**src/rtl/serial_add_ctrl_pkg.sv**
```systemverilog
// Shared definitions for the bit-serial add/subtract sequencer.
// State encodings are fixed so that debug tooling can decode the state register.
package serial_add_ctrl_pkg;

    typedef enum logic [1:0] {
        S_IDLE  = 2'd0,
        S_SHIFT = 2'd1,
        S_DONE  = 2'd2
    } state_e;

    // Subtraction is a + ~b + 1, so the carry chain always starts at 1 in that mode.
    function automatic logic carry_init(input logic sub_mode, input logic cin_bit);
        return sub_mode ? 1'b1 : cin_bit;
    endfunction

endpackage

```
**src/rtl/full_adder.sv**
```systemverilog
// One-bit full adder cell shared by the serial sequencer.
module full_adder (
    output logic sum,
    output logic carry,
    input  logic a,
    input  logic b,
    input  logic c
);

    assign sum   = a ^ b ^ c;
    assign carry = (a & b) | (a & c) | (b & c);

endmodule

```
**src/rtl/serial_add_ctrl.sv**
```systemverilog
// Bit-serial adder/subtractor: time-shares one full_adder cell, LSB first,
// one bit per clock, with a start/done handshake towards the master.
module serial_add_ctrl
    import serial_add_ctrl_pkg::*;
#(
    parameter int WIDTH = 8
) (
    input  logic             clk,
    input  logic             rst_n,
    input  logic             start,
    input  logic             sub,
    input  logic             cin,
    input  logic [WIDTH-1:0] op_a,
    input  logic [WIDTH-1:0] op_b,
    output logic             busy,
    output logic             done,
    output logic [WIDTH-1:0] sum,
    output logic             cout
);

    localparam int             CNT_W    = $clog2(WIDTH);
    localparam logic [CNT_W-1:0] CNT_LAST = CNT_W'(WIDTH - 1);

    state_e             state_r;
    state_e             state_nxt_s;
    logic               load_s;
    logic               last_s;
    logic [WIDTH-1:0]   a_sr_r;
    logic [WIDTH-1:0]   b_sr_r;
    logic               carry_r;
    logic [CNT_W-1:0]   cnt_r;
    logic               fa_sum_s;
    logic               fa_carry_s;
    logic               busy_r;
    logic               done_r;
    logic [WIDTH-1:0]   sum_r;
    logic               cout_r;

    full_adder u_fa (
        .sum   (fa_sum_s),
        .carry (fa_carry_s),
        .a     (a_sr_r[0]),
        .b     (b_sr_r[0]),
        .c     (carry_r)
    );

    // Next-state decode and operand-load strobe.
    always_comb begin
        state_nxt_s = state_r;
        load_s      = 1'b0;
        last_s      = (state_r == S_SHIFT) && (cnt_r == CNT_LAST);
        case (state_r)
            S_IDLE: begin
                if (start) begin
                    state_nxt_s = S_SHIFT;
                    load_s      = 1'b1;
                end else begin
                    state_nxt_s = S_IDLE;
                end
            end
            S_SHIFT: begin
                if (last_s) begin
                    state_nxt_s = S_DONE;
                end else begin
                    state_nxt_s = S_SHIFT;
                end
            end
            S_DONE: begin
                if (start) begin
                    state_nxt_s = S_SHIFT;
                    load_s      = 1'b1;
                end else begin
                    state_nxt_s = S_IDLE;
                end
            end
            default: begin
                state_nxt_s = S_IDLE;
            end
        endcase
    end

    // State register with registered status outputs decoded from the next state.
    always_ff @(posedge clk or negedge rst_n) begin
        if (!rst_n) begin
            state_r <= S_IDLE;
            busy_r  <= 1'b0;
            done_r  <= 1'b0;
        end else begin
            state_r <= state_nxt_s;
            busy_r  <= (state_nxt_s == S_SHIFT);
            done_r  <= (state_nxt_s == S_DONE);
        end
    end

    // Operand shifters, carry flop and bit counter; the A register also collects
    // the result bits in its vacated MSB end.
    always_ff @(posedge clk or negedge rst_n) begin
        if (!rst_n) begin
            a_sr_r  <= {WIDTH{1'b0}};
            b_sr_r  <= {WIDTH{1'b0}};
            carry_r <= 1'b0;
            cnt_r   <= {CNT_W{1'b0}};
        end else if (load_s) begin
            a_sr_r  <= op_a;
            b_sr_r  <= sub ? ~op_b : op_b;
            carry_r <= carry_init(sub, cin);
            cnt_r   <= {CNT_W{1'b0}};
        end else if (state_r == S_SHIFT) begin
            a_sr_r  <= {fa_sum_s, a_sr_r[WIDTH-1:1]};
            b_sr_r  <= {1'b0, b_sr_r[WIDTH-1:1]};
            carry_r <= fa_carry_s;
            cnt_r   <= last_s ? {CNT_W{1'b0}} : cnt_r + CNT_W'(1'b1);
        end
    end

    // Result capture happens only on the final shift edge.
    always_ff @(posedge clk or negedge rst_n) begin
        if (!rst_n) begin
            sum_r  <= {WIDTH{1'b0}};
            cout_r <= 1'b0;
        end else if (last_s) begin
            sum_r  <= {fa_sum_s, a_sr_r[WIDTH-1:1]};
            cout_r <= fa_carry_s;
        end
    end

    assign busy = busy_r;
    assign done = done_r;
    assign sum  = sum_r;
    assign cout = cout_r;

endmodule

```
**config.mk**
```make
export PLATFORM = sky130hd
export DESIGN_NAME = serial_add_ctrl
export DESIGN_NICKNAME = d
export VERILOG_FILES = /design/src/rtl/serial_add_ctrl_pkg.sv /design/src/rtl/full_adder.sv /design/src/rtl/serial_add_ctrl.sv
export SDC_FILE = /design/constraint.sdc
export NUM_CORES = 1
export LEC_CHECK = 0
export BUFFER_PORTS_ARGS = -buffer_cell sky130_fd_sc_hd__buf_2
export CAP_MARGIN = 10
export CORE_UTILIZATION = 35
export CTS_CLUSTER_DIAMETER = 100
export DETAILED_ROUTE_END_ITERATION = 8
export HOLD_SLACK_MARGIN = 0.06
export REMOVE_ABC_BUFFERS = 1
export SLEW_MARGIN = 10
export SYNTH_ARGS = -nofsm -noshare
export SYNTH_HDL_FRONTEND = slang
export SYNTH_SLANG_ARGS = --single-unit
```
**constraint.sdc**
```tcl
create_clock -name clk -period 1.6 [get_ports clk]
set_input_delay 0.08 -clock clk [delete_from_list [all_inputs] [get_ports clk]]
set_output_delay 0.08 -clock clk [all_outputs]
set_load 0.03 [all_outputs]
```
==> impl_metrics.toml, run 1 <==
[outcome]
status = "finished clean"

[detailed_routing]
wire_per_inst_um = 13.2
dr.pass1.iters = 4
drtIter0Drc = 68
vias = 1089
antenna_left = 0
totalWireLength_um = 2990
routed_via_density = 4.82
drc = 0

[synth]
ys_ff_latch = 33
syn_inst = 133
syn_area_um2 = 1490
seq_area_frac_synth_pct = 55.3
synth_area_per_cell_um2 = 11.2
synth_cell_types = 28
synth_flop_cell = "dfrtp_1"
async_flop_share_pct = 100
synth_warnings = 0
synth_edf_count = 0

[global_routing]
antenna_found_initial = 0
grt_overflow = 0
grt_pass1_wl_um = 5110
grt_usage_pct = 15.9
grt_pass1_vias = 1070
grt_start_max_net_pins = 34

[setup_path]
cp_cell_sequence = "ha_1 > ha_1 > nand2_1 > buf_12 > mux2_2"
worst-path-max-fanout = 8
worst-endpoint-required_ns = 1.77
reg2regPathDepth = 5
crit_path_top_delay_cell = "dfrtp_1"
r2r_start = "cnt_r[0]"
critPathKind = "reg -> reg"
slowest_delay_ns = 0.40
r2r_end = "sum[0]"
crit_path_start_kind = "flip-flop"
crit_path_frequent_cell = "ha_1"
reg2reg_slack_ns = 0.1
crit_buf_inv = 1
end_kind = "flip-flop"
crit_cells = 5
cp_top_family = "flip-flops"
cp.arrival_ns = 1.67

[clock_tree]
clock_sinks = 33
cts_buffers = 5
ctsHoldBuffers = 4
cts_setup_buffers = 0
htreeDepth = 2
cts.clk_slew.worst_paths_ns = 0.06
cts_root_buffer = "clkbuf_8"
worst_skew_pair.late_latency_ns = 0.28
cts_tree = "done"
clock_path_buffers = 2
cts-resized-gates = 0

[min_path]
worstHoldStart = "op_a[0]"
hold_class = "in -> reg"
min_path_cells = 3
min_to = "a_sr_r[0]"

[sta]
setup_viol_count_final = 0
fin_crit_sh_pct = 93.9
relSlewSlack_pct = 52.4
skew_ns = 0.00352
fin_crit_ns = 1.50
max_freq_mhz = 666
hold_viol_final = 0
worst-slew-pin-transition_ns = 0.714
slew_violations = 0
grt_setup_unrepaired = "no"

[floorplanning]
die_area_um2 = 4530
num_rows = 23
start_util_pct = 36.8
ios = 32
fp.coreArea_um2 = 4060
dieWidth_um = 67.3
die_h_um = 67.3

[final_layout]
final_net_count = 200
layout_commonest_cell = "dfrtp_1"
syn2layout_area_growth_pct = 24.8
fillerInstances = 393
layout-drive-gt1-share_pct = 31.8
fin_area_um2 = 1860
ff_latch_area_um2 = 826
antennaDiodeCount = 0
layout_common_cells = "dfrtp_1, buf_2, nand2_1"
multi_input_area_um2 = 602

[power]
sw_frac_of_total_pct = 38.3
cellLeakagePower_nw = 0.927
seqPwrFrac_pct = 39.4
pwr-share-comb_pct = 44.3
intPower_mw = 2.35
power.total_mw = 3.81
pwr-share-clk_pct = 16.3
power_density_nw_per_um2 = 2050
peakVddDrop_uv = 719
netSwitchingPower_mw = 1.46

[run]
drv_cap = 0

[placement]
place_area_um2 = 1740
portBuffers = 31
hpwl_um = 2180
place_congestion = 0.748
-- state kept, by name (all words and copies together), names as in the netlist --
name / count
a_sr_r: 8
b_sr_r: 8
busy: 1
carry_r: 1
cnt_r: 3
cout: 1
done: 1
state_r: 2
sum: 8
-- power by group through the flow --
| stage | combinational [mW] | clock, mW | sequential (mW) |
|---|---|---|---|
| 3_5_place_dp | 1.71 | 0 | 1.51 |
| 2_1_floorplan | 0.919 | 0 | 1.72 |
| 3_3_place_gp | 1.65 | 0 | 1.50 |
| 6_report | 1.69 | 0.621 | 1.50 |
| 4_1_cts | 1.72 | 0.645 | 1.51 |
| 5_1_grt | 1.88 | 0.694 | 1.55 |
-- cell families (layout without fill, tap and decap cells) --
logic type               after synthesis  count (layout)  share of synthesized area [%]
XOR/XNOR                               8               8                           4.69
multiplexers                           9               9                           8.80
flip-flops                            33              33                           55.3
buffers and inverters                 11              54                           4.36
AND/OR/NAND/NOR                       47              47                           13.0
adder cells (fa/ha/maj)                3               3                           3.02
AO/OA/AOI/OAI                         22              22                           10.8
-- worst register-to-register path, stage by stage (launching register included) --
cell and delay (ns):
dfrtp_1 0.40, ha_1 0.21, ha_1 0.19, nand2_1 0.13
buf_12 0.15, mux2_2 0.32
-- per-stage QoR --
step           instances  TNS (ns)  hold WS (ns)  worst slack [ns]  utilization [%]
2_1_floorplan        125     -1.39        -0.216            -0.156                -
6_report             226         0        0.0630            0.0984             45.9
4_1_cts              226         0        0.0628            0.0921             45.9
5_1_grt              226         0        0.0665            0.0469             45.9
3_5_place_dp         215         0         0.179            0.0980             42.8
3_3_place_gp         215         0         0.169             0.132             42.8
-- layout make-up --
type	instances	share of cell area (%)
Multi-Input combinational cell	89	32.3
Tap cell	50	3.36
Inverter	3	0.604
Sequential cell	33	44.3
Timing Repair Buffer	44	14.8
Clock buffer	7	4.63
-- routing by layer --
metal	wire [µm]	global-route usage, %
met1	1350	19.3
met2	1410	25.9
met3	198	6.25
met4	23	4.79
met5	0	0
-- cells in the mapped netlist (all sizes together), types with 2 or more instances --
cell type  number  area (µm²)
a22oi           2        15.0
a221o           4        40.0
buf             7        50.1
ha              2        25.0
inv             3        11.3
a31oi          10        62.6
xnor2           4        35.0
nor2           17        66.3
mux2            9         131
nand2          23        86.3
nand3           2        10.0
o21ai           2        10.0
dfrtp          33         826
nand2b          2        12.5
xor2            4        35.0
-- worst max path at each step --
stage	endpoint	slack [ns]	start
floorplan	cout	-0.16	state_r[1]
global placement	sum[0]	0.13	cnt_r[0]
detailed placement	sum[0]	0.1	cnt_r[0]
CTS	sum[0]	0.09	cnt_r[0]
global route	sum[0]	0.05	cnt_r[0]
finish	sum[0]	0.1	cnt_r[0]
Power figures use the tool's default switching activity.
==> inputs of run 2 (changes only) <==
--- a/config.mk
+++ b/config.mk
@@ -7,6 +7,7 @@
 export LEC_CHECK = 0
 export BUFFER_PORTS_ARGS = -buffer_cell sky130_fd_sc_hd__buf_2
 export CAP_MARGIN = 10
+export CORE_ASPECT_RATIO = 0.5
 export CORE_UTILIZATION = 35
 export CTS_CLUSTER_DIAMETER = 100
 export DETAILED_ROUTE_END_ITERATION = 8
@@ -15,4 +16,5 @@
 export SLEW_MARGIN = 10
 export SYNTH_ARGS = -nofsm -noshare
 export SYNTH_HDL_FRONTEND = slang
+export SYNTH_HIERARCHICAL = 1
 export SYNTH_SLANG_ARGS = --single-unit
==> run 2 against run 1 <==
Register-to-register slack worse by 0.04 ns. Clock-buffer cell count stayed put. Maximum frequency is 2.3% lower. Via count is 2.7% lower. Sequential share of layout area hardly changed. Combinational power is 9% lower. Die area is 1.2% higher. Global-route usage is 2.0 points lower. Highest routed layer unchanged. Synthesized cell count is 0.75% lower. Worst setup slack worse by 0.035 ns.
==> impl_metrics.toml, run 2 <==
[floorplanning]
num_rows = 16
start_util_pct = 37.6
dieWidth_um = 94.7
fp.coreArea_um2 = 4000
ios = 32
die_area_um2 = 4580
die_h_um = 48.4

[detailed_routing]
wire_per_inst_um = 12.2
vias = 1060
antenna_left = 0
drtIter0Drc = 25
drc = 0
totalWireLength_um = 2730
dr.pass1.iters = 4
routed_via_density = 4.73

[global_routing]
grt_start_max_net_pins = 34
top_usage_layer = "met2"
grt_pass1_vias = 1053
globalRouteMet1Util_pct = 17.5
grt_pass1_wl_um = 4720
grt_usage_pct = 13.9
grt_overflow = 0
gr-usage-met3_pct = 3.77
antenna_found_initial = 0
grt_util_met2_pct = 22.4

[sta]
grt_setup_unrepaired = "no"
setup_viol_count_final = 0
skew_ns = 0.00389
fin_crit_ns = 1.54
hold_slack_ns = 0.0706
fin_tns_setup_ns = 0
fin_crit_sh_pct = 96.1
max_freq_mhz = 651
relSlewSlack_pct = 53.4
hold_viol_final = 0
worst-slew-pin-transition_ns = 0.699
slew_violations = 0

[setup_path]
crit_path_top_delay_cell = "dfrtp_1"
critPathKind = "reg -> reg"
cp.arrival_ns = 1.69
r2r_start = "cnt_r[0]"
crit_path_frequent_cell = "ha_1"
slowest_delay_ns = 0.39
worst-path-max-fanout = 11
worst-endpoint-required_ns = 1.75
setup.worst_path.start = "cnt_r[0]"
end_kind = "flip-flop"
cp_top_family = "adder cells"
crit_buf_inv = 1
cp_cell_sequence = "ha_1 > ha_1 > nand2_1 > buf_12 > mux2_1"
crit_path_start_kind = "flip-flop"

[power]
peakVddDrop_uv = 501
power_density_nw_per_um2 = 1940
cellLeakagePower_nw = 0.930
power.total_mw = 3.61

[clock_tree]
clock_path_buffers = 2
cts_buffers = 5
cts_tree = "done"
clock_sinks = 33
cts-resized-gates = 0
htreeDepth = 2
worst_skew_pair.late_latency_ns = 0.27
cts.clk_slew.worst_paths_ns = 0.06
cts_root_buffer = "clkbuf_8"

[final_layout]
ff_latch_area_um2 = 826
final_net_count = 194
layout-drive-gt1-share_pct = 30.0
fin_area_um2 = 1860
multi_input_area_um2 = 607
syn2layout_area_growth_pct = 23.7
layout_commonest_cell = "dfrtp_1"
antennaDiodeCount = 0
utilization_pct = 46.5
layout_common_cells = "dfrtp_1, buf_2, nand2_1"
fillerInstances = 400

[min_path]
worstHoldStart = "op_a[2]"
hold_class = "in -> reg"

[synth]
synth_flop_cell = "dfrtp_1"
synth.most_common_cell = "dfrtp_1"
seq_area_frac_synth_pct = 54.9
synth_top_area_cell = "dfrtp_1"
synth_common_cells = "dfrtp_1, nand2_1, nor2_1, mux2_4"
syn_inst = 132
synth_edf_count = 0
yosysTopAreaCellShare_pct = 54.9
synth_area_per_cell_um2 = 11.4
ys_ff_latch = 33
synth_cell_types = 26
async_flop_share_pct = 100
syn_area_um2 = 1510
synth_warnings = 6
synth_area_leaders = "dfrtp_1, mux2_4, nand2_1"

[placement]
place_area_um2 = 1730
place_congestion = 0.679
hpwl_um = 1980
portBuffers = 31

[run]
drv_cap = 0

[outcome]
status = "finished clean"
run 2: cell type report:
type | instances | share of cell area [%]
Inverter | 2 | 0.403
Timing Repair Buffer | 41 | 14.4
Multi-Input combinational cell | 87 | 32.6
Tap cell | 54 | 3.63
Clock buffer | 7 | 4.64
Sequential cell | 33 | 44.4
run 2: cell families after synthesis:
family	synth area share [%]
AOI/OAI and AO/OA	10.7
muxes	8.73
buffers and inverters	4.82
DFF	54.9
xor gates and xnor gates	4.65
and+or+nand+nor	13.2
adders and majority gates	2.99
run 2: worst paths after layout:
path | endpoint | slack [ns] | cells past startpoint
worst min register to register | sum[0] | 0.49 | 1
worst max register to register | sum[0] | 0.06 | 5
worst max-delay path | sum[0] | 0.06 | 5
worst min-delay path | a_sr_r[2] | 0.07 | 3
max in group asynchronous | b_sr_r[6] | 0.76 | 2
min in group asynchronous | b_sr_r[7] | 0.39 | 2
run 2: timing repair:
| item | in CTS | in global routing |
|---|---|---|
| endpoints found under the hold margin | 37 | 0 |
| hold buffers | 5 | 0 |
| buffers inserted | 0 | 0 |
run 2: through the flow:
stage	worst slack, ns	cells
2_1_floorplan	-0.196	122
3_3_place_gp	0.123	212
3_5_place_dp	0.0732	212
4_1_cts	0.0578	224
5_1_grt	0.000269	224
6_report	0.0632	224
run 2: metal layers:
| layer | part of all wire [%] | vias to the layer above |
|---|---|---|
| li1 | - | 525 |
| met1 | 46 | 510 |
| met2 | 49 | 20 |
| met3 | 3.9 | 5 |
| met4 | 1.4 | 0 |
| met5 | 0 | - |
run 2: worst min-delay path: cells and delay by family:
kind                   cells  cell delay [ns]
buffers and inverters      1             0.10
AND/OR/NAND/NOR            1             0.09
AO/OA/AOI/OAI              1             0.04
run 2: power breakdown:
group	total, mW	internal [mW]	switching, mW	leakage (nW)
clock	0.611	0.341	0.271	0.0443
sequential	1.46	1.22	0.240	0.406
combinational	1.53	0.707	0.823	0.479
==> inputs of run 3 (changes only) <==
--- a/config.mk
+++ b/config.mk
@@ -12,6 +12,7 @@
 export CTS_CLUSTER_DIAMETER = 100
 export DETAILED_ROUTE_END_ITERATION = 8
 export HOLD_SLACK_MARGIN = 0.06
+export RECOVER_POWER = 100
 export REMOVE_ABC_BUFFERS = 1
 export SLEW_MARGIN = 10
 export SYNTH_ARGS = -nofsm -noshare
==> constraint.sdc (replaced) <==
create_clock -name clk -period 1.7 [get_ports clk]
set_input_delay 0.085 -clock clk [delete_from_list [all_inputs] [get_ports clk]]
set_output_delay 0.085 -clock clk [all_outputs]
set_load 0.03 [all_outputs]
==> run 3 against run 2 <==
Power is 11% lower. Non-clock buffer count stayed put. Worst setup slack better by 0.093 ns. Cell count stayed put. Die area stayed put. Flip-flop and latch count stayed put. Critical path depth is 1 lower. Critical endpoint is now b_sr_r[4].
==> impl_metrics.toml, run 3 (synthesis gave the netlist of run 2 again) <==
[floorplanning]
fp.coreArea_um2 = 4000
num_rows = 16
die_h_um = 48.4
ios = 32
start_util_pct = 37.6
die_area_um2 = 4580
dieWidth_um = 94.7

[detailed_routing]
dr.pass1.iters = 4
totalWireLength_um = 2790
antenna_left = 0
routed_via_density = 4.75
drtIter0Drc = 38
vias = 1064
drc = 0
wire_per_inst_um = 12.5

[power]
power_density_nw_per_um2 = 1790
cellLeakagePower_nw = 0.850
peakVddDrop_uv = 432

[global_routing]
grt_usage_pct = 14.0
antenna_found_initial = 0
grt_start_max_net_pins = 34
grt_overflow = 0
grt_pass1_wl_um = 4820
grt_pass1_vias = 1035

[min_path]
hold_class = "in -> reg"

[outcome]
status = "finished clean"

[sta]
fin_crit_sh_pct = 90.8
fin_tns_setup_ns = 0
setup_viol_count_final = 0
hold_viol_final = 0
max_freq_mhz = 648
slew_violations = 0
skew_ns = 0.00622
fin_crit_ns = 1.54
worst-slew-pin-transition_ns = 0.803
grt_setup_unrepaired = "no"
relSlewSlack_pct = 46.5
hold_slack_ns = 0.0720

[setup_path]
end_kind = "flip-flop"
worst-endpoint-required_ns = 1.86
worst-path-max-fanout = 19
critPathKind = "reg -> reg"
cp.arrival_ns = 1.70
crit_path_start_kind = "flip-flop"

[placement]
hpwl_um = 1890
placed_cells = 212
portBuffers = 31
place_congestion = 0.690

[final_layout]
syn2layout_area_growth_pct = 19.3
layout-drive-gt1-share_pct = 18.8
layout_common_cells = "dfrtp_1, nand2_1, buf_2"
final_net_count = 194
layout_commonest_cell = "dfrtp_1"
fin_cells = 224
antennaDiodeCount = 0

[clock_tree]
cts.clk_slew.worst_paths_ns = 0.07
cts_setup_buffers = 0
htreeDepth = 2
clock_sinks = 33
cts_tree = "done"
cts-resized-gates = 0
cts_buffers = 5
clock_path_buffers = 2
cts_root_buffer = "clkbuf_8"
worst_skew_pair.late_latency_ns = 0.27

[run]
drv_cap = 0
run 3: cell types whose count changed in the layout (fill, tap and decap cells not counted), sizes merged:
cell,delta
clkbuf,+14
buf,-14
run 3: critical path, cell delays in order (launching register included):
cell and delay, ns:
dfrtp_1 0.37, and2b_1 0.21, clkbuf_2 0.36, nor2_2 0.17
a221o_1 0.31
run 3: worst paths after layout:
path	from	endpoint	slack [ns]	depth (start not counted)
worst max-delay path	state_r[1]	b_sr_r[4]	0.16	4
max in group asynchronous	rst_n	sum[5]	0.76	2
worst min-delay path	op_a[2]	a_sr_r[2]	0.07	3
worst max register to register	state_r[1]	b_sr_r[4]	0.16	4
worst min register to register	sum[0]	sum[0]	0.49	1
min in group asynchronous	rst_n	b_sr_r[6]	0.43	2
run 3: per-stage QoR:
step	instance area (µm²)	utilization, %	setup slack (ns)	power [mW]
2_1_floorplan	1440	-	-0.0955	2.37
3_3_place_gp	1710	42.8	0.221	2.76
3_5_place_dp	1710	42.8	0.182	2.81
4_1_cts	1850	46.2	0.171	3.40
5_1_grt	1800	44.8	0.0514	3.49
6_report	1800	44.8	0.156	3.22
run 3: per-layer routing:
metal  GRT usage, %  wire (µm)  up-vias  part of all wire [%]
met3           4.25        151        2                   5.4
met5              0          0        -                     0
met2           22.2       1330       24                    47
li1               -          -      527                     -
met4           4.55         21        0                  0.75
met1           18.5       1290      511                    46
run 3: layout make-up:
cell class	count	area (µm²)
fillers	403	2210
flip-flops and latches	33	826
clock buffers	7	86.3
inverters	2	7.51
multi-input cells	87	572
well taps	54	67.6
repair buffers	41	236
run 3: power by group:
group / leakage [nW] / total (mW) / switching [mW] / internal (mW)
clock network: 0.0443 / 0.580 / 0.259 / 0.321
registers: 0.406 / 1.37 / 0.219 / 1.15
logic: 0.400 / 1.27 / 0.763 / 0.508
total: 0.850 / 3.22 / 1.24 / 1.98
run 3: timing repair:
item,in CTS,in global routing
hold buffers,5,0
hold endpoints to repair,37,0
setup endpoints to repair,0,0
